==> src/rtl/serv_pkg.sv <==
// Shared definitions for the SERV bus-facing blocks: fetch state encoding and
// the default watchdog limit also used by the data-bus interface.
package serv_pkg;

  typedef enum logic {
    FETCH_IDLE = 1'b0,
    FETCH_BUSY = 1'b1
  } fetch_state_e;

  localparam int DEFAULT_TIMEOUT   = 255;
  localparam int DEFAULT_TIMEOUT_W = 8;

endpackage

==> src/rtl/serv_bus_timer.sv <==
// Saturating bus watchdog: cleared when a transfer starts, counts idle-ack
// cycles, and flags expiry on the last permitted cycle.
module serv_bus_timer
  import serv_pkg::*;
#(
  parameter int TIMEOUT   = DEFAULT_TIMEOUT,
  parameter int TIMEOUT_W = DEFAULT_TIMEOUT_W
) (
  input  logic i_clk,
  input  logic i_rst_n,
  input  logic i_clear,
  input  logic i_inc,
  output logic o_expired
);

  logic [TIMEOUT_W-1:0] count_q;
  logic [TIMEOUT_W-1:0] count_d;

  // Clear wins over increment; the count sticks at all-ones instead of wrapping.
  always_comb begin
    count_d = count_q;
    if (i_clear) begin
      count_d = '0;
    end else if (i_inc && (count_q != '1)) begin
      count_d = count_q + TIMEOUT_W'(1);
    end
  end

  always_ff @(posedge i_clk or negedge i_rst_n) begin
    if (!i_rst_n) begin
      count_q <= '0;
    end else begin
      count_q <= count_d;
    end
  end

  assign o_expired = (count_q == TIMEOUT_W'(TIMEOUT - 1));

endmodule

==> src/rtl/serv_fetch.sv <==
// Instruction-fetch stage: one Wishbone-classic read per request, with
// misalignment rejection, flush handling and an optional bus-timeout watchdog.
module serv_fetch
  import serv_pkg::*;
#(
  parameter int WITH_TIMEOUT = 1,
  parameter int TIMEOUT      = DEFAULT_TIMEOUT,
  parameter int TIMEOUT_W    = DEFAULT_TIMEOUT_W
) (
  input  logic        i_clk,
  input  logic        i_rst_n,
  input  logic        i_fetch_req,
  input  logic [31:0] i_pc,
  input  logic        i_flush,
  output logic        o_busy,
  output logic [31:0] o_ibus_adr,
  output logic        o_ibus_cyc,
  input  logic [31:0] i_ibus_rdt,
  input  logic        i_ibus_ack,
  output logic        o_wb_en,
  output logic [31:0] o_wb_rdt,
  output logic        o_misalign,
  output logic        o_fetch_err
);

  fetch_state_e state_q, state_d;
  logic [31:0]  adr_q, adr_d;
  logic         cyc_q, cyc_d;
  logic         wb_en_q, wb_en_d;
  logic [31:0]  wb_rdt_q, wb_rdt_d;
  logic         misalign_q, misalign_d;
  logic         fetch_err_q, fetch_err_d;
  logic         tmr_clear;
  logic         tmr_inc;
  logic         tmr_expired;

  generate
    if (WITH_TIMEOUT != 0) begin : g_timer
      serv_bus_timer #(
        .TIMEOUT   (TIMEOUT),
        .TIMEOUT_W (TIMEOUT_W)
      ) u_timer (
        .i_clk     (i_clk),
        .i_rst_n   (i_rst_n),
        .i_clear   (tmr_clear),
        .i_inc     (tmr_inc),
        .o_expired (tmr_expired)
      );
    end else begin : g_no_timer
      assign tmr_expired = 1'b0;
    end
  endgenerate

  // Single-cycle strobes default low; flush beats ack, ack beats timeout.
  always_comb begin
    state_d     = state_q;
    adr_d       = adr_q;
    cyc_d       = cyc_q;
    wb_rdt_d    = wb_rdt_q;
    wb_en_d     = 1'b0;
    misalign_d  = 1'b0;
    fetch_err_d = 1'b0;
    tmr_clear   = 1'b0;
    tmr_inc     = 1'b0;
    case (state_q)
      FETCH_IDLE: begin
        if (i_fetch_req && !i_flush) begin
          if (i_pc[1:0] == 2'b00) begin
            adr_d     = {i_pc[31:2], 2'b00};
            cyc_d     = 1'b1;
            tmr_clear = 1'b1;
            state_d   = FETCH_BUSY;
          end else begin
            misalign_d = 1'b1;
          end
        end
      end
      FETCH_BUSY: begin
        if (i_flush) begin
          cyc_d   = 1'b0;
          state_d = FETCH_IDLE;
        end else if (i_ibus_ack) begin
          wb_rdt_d = i_ibus_rdt;
          wb_en_d  = 1'b1;
          cyc_d    = 1'b0;
          state_d  = FETCH_IDLE;
        end else if (tmr_expired) begin
          fetch_err_d = 1'b1;
          cyc_d       = 1'b0;
          state_d     = FETCH_IDLE;
        end else begin
          tmr_inc = 1'b1;
        end
      end
      default: begin
        cyc_d   = 1'b0;
        state_d = FETCH_IDLE;
      end
    endcase
  end

  always_ff @(posedge i_clk or negedge i_rst_n) begin
    if (!i_rst_n) begin
      state_q     <= FETCH_IDLE;
      adr_q       <= '0;
      cyc_q       <= 1'b0;
      wb_en_q     <= 1'b0;
      wb_rdt_q    <= '0;
      misalign_q  <= 1'b0;
      fetch_err_q <= 1'b0;
    end else begin
      state_q     <= state_d;
      adr_q       <= adr_d;
      cyc_q       <= cyc_d;
      wb_en_q     <= wb_en_d;
      wb_rdt_q    <= wb_rdt_d;
      misalign_q  <= misalign_d;
      fetch_err_q <= fetch_err_d;
    end
  end

  assign o_busy      = (state_q == FETCH_BUSY);
  assign o_ibus_adr  = adr_q;
  assign o_ibus_cyc  = cyc_q;
  assign o_wb_en     = wb_en_q;
  assign o_wb_rdt    = wb_rdt_q;
  assign o_misalign  = misalign_q;
  assign o_fetch_err = fetch_err_q;

endmodule

==> config.mk <==
export PLATFORM = sky130hd
export DESIGN_NAME = serv_fetch
export DESIGN_NICKNAME = d
export VERILOG_FILES = /design/src/rtl/serv_pkg.sv /design/src/rtl/serv_bus_timer.sv /design/src/rtl/serv_fetch.sv
export SDC_FILE = /design/constraint.sdc
export NUM_CORES = 1
export LEC_CHECK = 0
export BUFFER_PORTS_ARGS = -buffer_cell sky130_fd_sc_hd__clkbuf_2
export CAP_MARGIN = 40
export CORE_AREA = 2 2 84 86
export DETAILED_ROUTE_END_ITERATION = 12
export DIE_AREA = 0 0 86 88
export PLACE_DENSITY_LB_ADDON = 0.25
export REMOVE_ABC_BUFFERS = 1
export SLEW_MARGIN = 20
export SYNTH_ARGS = -nofsm -noshare
export SYNTH_HDL_FRONTEND = slang
export SYNTH_SLANG_ARGS = --single-unit
==> constraint.sdc <==
create_clock -name i_clk -period 1.71 [get_ports i_clk]
set_clock_uncertainty 0.1 [all_clocks]
set_input_delay 0.171 -clock i_clk [delete_from_list [all_inputs] [get_ports i_clk]]
set_output_delay 0.171 -clock i_clk [all_outputs]
set_load 0.005 [all_outputs]
---- Yosys cells after proc, flatten, opt, wreduce, memory -nomap -nowiden ----
Cells that the tools add are included.
W data, S select, Z words.
storage, ports and cells
  logic and storage cells ................. 50
  register bits after elaboration ......... 75
  output and inout port bits .............. 69
cells by class
  bitwise operators ....................... 2
  add/subtract/negate cells ............... 1
  reduce and logical (&&, ||, !) cells .... 8
  equal/unequal tests ..................... 5
  multiplexer cells ....................... 26
operators with widths
  cell                   count
  $mux W1                22
  $mux W8                2
  $reduce_and A3 Y1      3
  $add A8 B1 Y8 const B  1
  $eq A8 B8 Y1 const B   1
  $ne A8 B8 Y1 const B   1
  $ne A2 B2 Y1 const B   2
  $ne A4 B3 Y1 const B   1
  $pmux W1 S2            2
  $logic_and A1 B1 Y1    2
  $logic_not A2 Y1       1
  $not A1 Y1             2
  $reduce_bool A2 Y1     1
  $logic_not A1 Y1       1

---- Longest topological paths before layout ----
  word-level depth ........................ 8
  depth in mapped cells ................... 6
  depth with buffers taken out ............ 6

---- Cells and area by module ----
From an unflattened synthesis, not the netlist that was laid out.
second synthesis, totals
  cells, all modules ...................... 202
  area total of the unflattened synthesis .. 3015.4 µm²
by module, submodules not included
  module          cells an instance  area an instance (µm²)  times used
  serv_fetch      149                2519.9                  1
  serv_bus_timer  53                 495.5                   1

---- Least setup slack after synthesis ----
OpenSTA, ideal clock, no wires.
  path kind ............................... reg2reg
  from .................................... reg g_timer.u_timer.count_q[0]
  to ...................................... reg g_timer.u_timer.count_q[7]
  setup time .............................. 0.077 ns
  slack ................................... 0.165 ns
  stages on the path, launching flop included .. 7
  arrival ................................. 1.368 ns
  required time ........................... 1.533 ns
  path through ............................ dfrtp_1 -> inv_1 -> ha_1 -> nor2_1 -> o2111ai_2 -> or3_1 -> a21oi_1
on the way
  word-level cells in the longest chain between the ends .. 7
  elaborated cells between the ends (all ways) .. 11
  those cells by class .................... 1 x add/sub; 2 x eq/ne; 6 x mux; 2 x reduce/logical
RTL lines
  what                          line                  RTL
  from (decl)                   serv_bus_timer.sv:16  logic [TIMEOUT_W-1:0] count_q;
  from (signal assigned)        serv_bus_timer.sv:33  count_q <= count_d;
  $eq A8 B8 Y1                  serv_bus_timer.sv:37  assign o_expired = (count_q == TIMEOUT_W'(TIMEOUT - 1));
  $mux W1                       serv_fetch.sv:87      end else if (tmr_expired) begin
  $mux W1                       serv_fetch.sv:82      end else if (i_ibus_ack) begin
  $mux W1                       serv_fetch.sv:79      if (i_flush) begin
  $mux W1                       serv_fetch.sv:65      case (state_q)
  $logic_and A1 B1 Y1           serv_bus_timer.sv:24  end else if (i_inc && (count_q != '1)) begin
  $reduce_bool A2 Y1 (no line)  --
Several ways; a longest one is shown, not always the timed one. The select of a mux whose other input is x is not followed.
A chain may end at the register's enable or synchronous reset.

---- Worst setup path after layout ----
Ends and elaborated chain as after synthesis.

==> metrics.md <==
| Metric | Value |
|---|---|
| Status | `finished, final reports clean` |
| Cells after Synth | `327` |
| Fmax | `607 MHz` |
| Via count of the first global-routing pass | `2885` |
| Layout Nets | `603` |
| Hold WC Path Type | `primary input to flip-flop` |
| # DRC | `0` |
| Port Buffer Count | `roughly 140` |
| Largest net degree at the start of global routing | `36` |
| Pre-antenna DRT Iters | `4` |
| DR vias | `2882` |
| Placer Congestion | `approximately 0.78` |
| Crit end category | `flip-flop` |
| Most common cell after layout, fill and taps aside | `nand2_1` |
| Commonest non-fill, non-tap cells in the layout | `nand2_1 (192), clkbuf_2 (134), dfrtp_1 (75)` |
| IO Pins | `138` |
| Max Root-Sink Buffers | `2` |
| CTS Buf Count | `9` |
| Max incr delay on CP | `0.40 ns` |
| Maxcap violations | `0` |
| Pins Over Slew Limit | `0` |
| Clock Sinks | `between 70 and 80` |
| Wirelength, routed | `8010 um` |
| Setup Viol. Count Final | `0` |
| Setup crit start kind | `flip-flop` |
| Vias/cell | `roughly 4.7` |
| Maximum vdd drop | `0.470 mV` |
| Area of the multi-input gates | `1020 um2` |
| Sequential fraction of the synthesis area | `0.631` |
| Synth unique cells | `28` |
| Die Wd | `86 um` |
| TritonCTS clock tree | `built` |
| Critical-path cell list | `inv_1, ha_1, nor2_2, o2111ai_2, or3_1, a21oi_1` |
| All-Layer GR Usage | `0.219` |
| Placed Area | `3760 um2` |
| Yosys reg bits | `75` |
| CP max stage cell | `dfrtp_1` |
| Clock latency on the worst-skew pair | `0.33 ns` |
| RSZ-0062 raised after global routing | `yes` |
| FP Rows | `30` |
| Final worst path period need | `1.65 ns` |
| Critical path class | `flip-flop to flip-flop` |
| Leakage | `2.59 nW` |
| CP arrival | `1.81 ns` |
| Clk slew on worst S/H paths | `0.07 ns` |
| Synth Area per Inst | `9.09 um2` |
| Die height | `88 um` |
| Final Hold Viols | `0` |
| DRT iter0 DRCs | `43` |
| Dpl hpwl | `~4800 um` |
| Yosys warns | `0` |
| CP Max Fanout | `4` |
| Fillers | `around 500` |
| H-tree depth | `3` |
| Register Area | `1880 um2` |
| Top_reg_cell synth | `dfrtp_1` |
| CTS root buf | `clkbuf_8` |
| Global-route wire length before repair | `13200 um` |
| Area grow syn2layout | `53.9%` |
| Design Area, Final | `4570 um2` |
| Die ar. | `between 7000 and 8000 um2` |
| Detail Route Antenna Nets | `0` |
| Tcrit/Tclk final | `0.963` |
| Remaining global-route overflow | `0` |
| Post-synthesis cell area | `2970 um2` |
| N_diodes | `0` |
| Initial antenna violation count | `0` |
| Fin Setup TNS | `0 ns` |
| WL/cell | `around 13 um` |
| Post-synth EDFFs | `0` |
| Ys async rst share | `1.00` |
| Core ar. | `6640 um2` |
| Share of cells above drive strength 1 | `0.302` |
| PwrDens | `about 950 nW/um2` |
| Initial Util | `0.447` |
| Worst Path Required | `1.87 ns` |
-- repair_timing --
| action | 4_1_cts | 5_1_grt |
|---|---|---|
| setup endpoints to repair | 1 | 2 |
| gates resized for setup | 1 | 1 |
| pin swaps | 0 | 3 |
| hold buffers | 63 | 0 |
| cloned | 0 | 0 |
| setup buffers | 0 | 3 |
| hold endpoints to repair | 94 | 0 |
-- cell families after synthesis --
| kind of cell | after synthesis | share of synthesized area |
|---|---|---|
| AO/OA/AOI/OAI | 13 | 0.0303 |
| other | 1 | 0.00126 |
| buffers and inverters | 18 | 0.0274 |
| AND/OR/NAND/NOR | 215 | 0.293 |
| XOR/XNOR | 3 | 0.00884 |
| adder cells (fa/ha/maj) | 2 | 0.00842 |
| flip-flops | 75 | 0.631 |
-- path summary, 6_finish.rpt --
check,startpoint,to,slack [ns],cells after the start
setup / recovery,g_timer.u_timer.count_q[0],g_timer.u_timer.count_q[7],0.06,6
min in group asynchronous,i_rst_n,o_wb_rdt[20],0.22,2
hold reg to reg,o_ibus_adr[12],o_ibus_adr[12],0.38,2
max in group asynchronous,i_rst_n,o_ibus_adr[27],0.70,3
setup reg to reg,g_timer.u_timer.count_q[0],g_timer.u_timer.count_q[7],0.06,6
hold / removal,i_pc[0],o_misalign,0.02,3
-- sequential cells by signal (all words and copies together) (netlist names) --
register,count
o_wb_en,1
o_ibus_adr,30
o_misalign,1
o_busy,1
o_wb_rdt,32
o_fetch_err,1
o_ibus_cyc,1
g_timer.u_timer.count_q,8
-- Yosys cell counts, types with 2 or more instances --
cell      number  share of area
buf_2          5         0.0084
and3_1         2         0.0042
and2_1         2         0.0042
nand2_1      192           0.24
dfrtp_1       75           0.63
inv_1          3         0.0038
xor2_1         3         0.0088
clkbuf_1       8          0.010
nor2_1         5         0.0063
o21ai_0        6          0.010
ha_1           2         0.0084
or3_1          2         0.0042
a21oi_1        2         0.0034
nand3_1        5         0.0084
buf_4          2         0.0050
-- report_power, final --
part	internal, W	switching, W
Combinational	0.000496	0.000440
Sequential	0.00209	0.000182
Clock	0.000522	0.000596
-- stage by stage --
step	hold WS, ns	std cells	total power, W	util	setup slack, ns
detailed placement	0.0447	535	0.00311	0.566	0.0152
global placement	0.0424	535	0.00308	0.566	0.109
global route	0.0254	616	0.00463	0.689	-0.0223
floorplan	-0.225	313	0.00258	-	-0.365
CTS	0.00901	613	0.00435	0.685	0.0487
finish	0.0230	616	0.00433	0.689	0.0631
-- layer usage --
| metal | GRT usage | routed length (um) | vias to the layer above |
|---|---|---|---|
| li1 | - | - | 1414 |
| met1 | 0.269 | 3310 | 1324 |
| met2 | 0.371 | 3920 | 131 |
| met3 | 0.0537 | 662 | 13 |
| met4 | 0.0909 | 114 | 0 |
| met5 | 0 | 0 | - |
-- critical path, delay by kind of cell (launching register included) --
kind / cells / cell delay, ns
adder cells (fa/ha/maj): 1 / 0.23
AND/OR/NAND/NOR: 2 / 0.49
buffers and inverters: 1 / 0.06
AO/OA/AOI/OAI: 2 / 0.29
flip-flops: 1 / 0.40
-- layout make-up --
type	instances	share of cell area
Timing Repair Buffer	208	0.308
Clock inverter	2	0.00301
Tap cell	80	0.0219
Inverter	3	0.00246
Sequential cell	75	0.410
Multi-Input combinational cell	235	0.224
Clock buffer	13	0.0304
No activity file was read; power rests on OpenSTA's default activity.
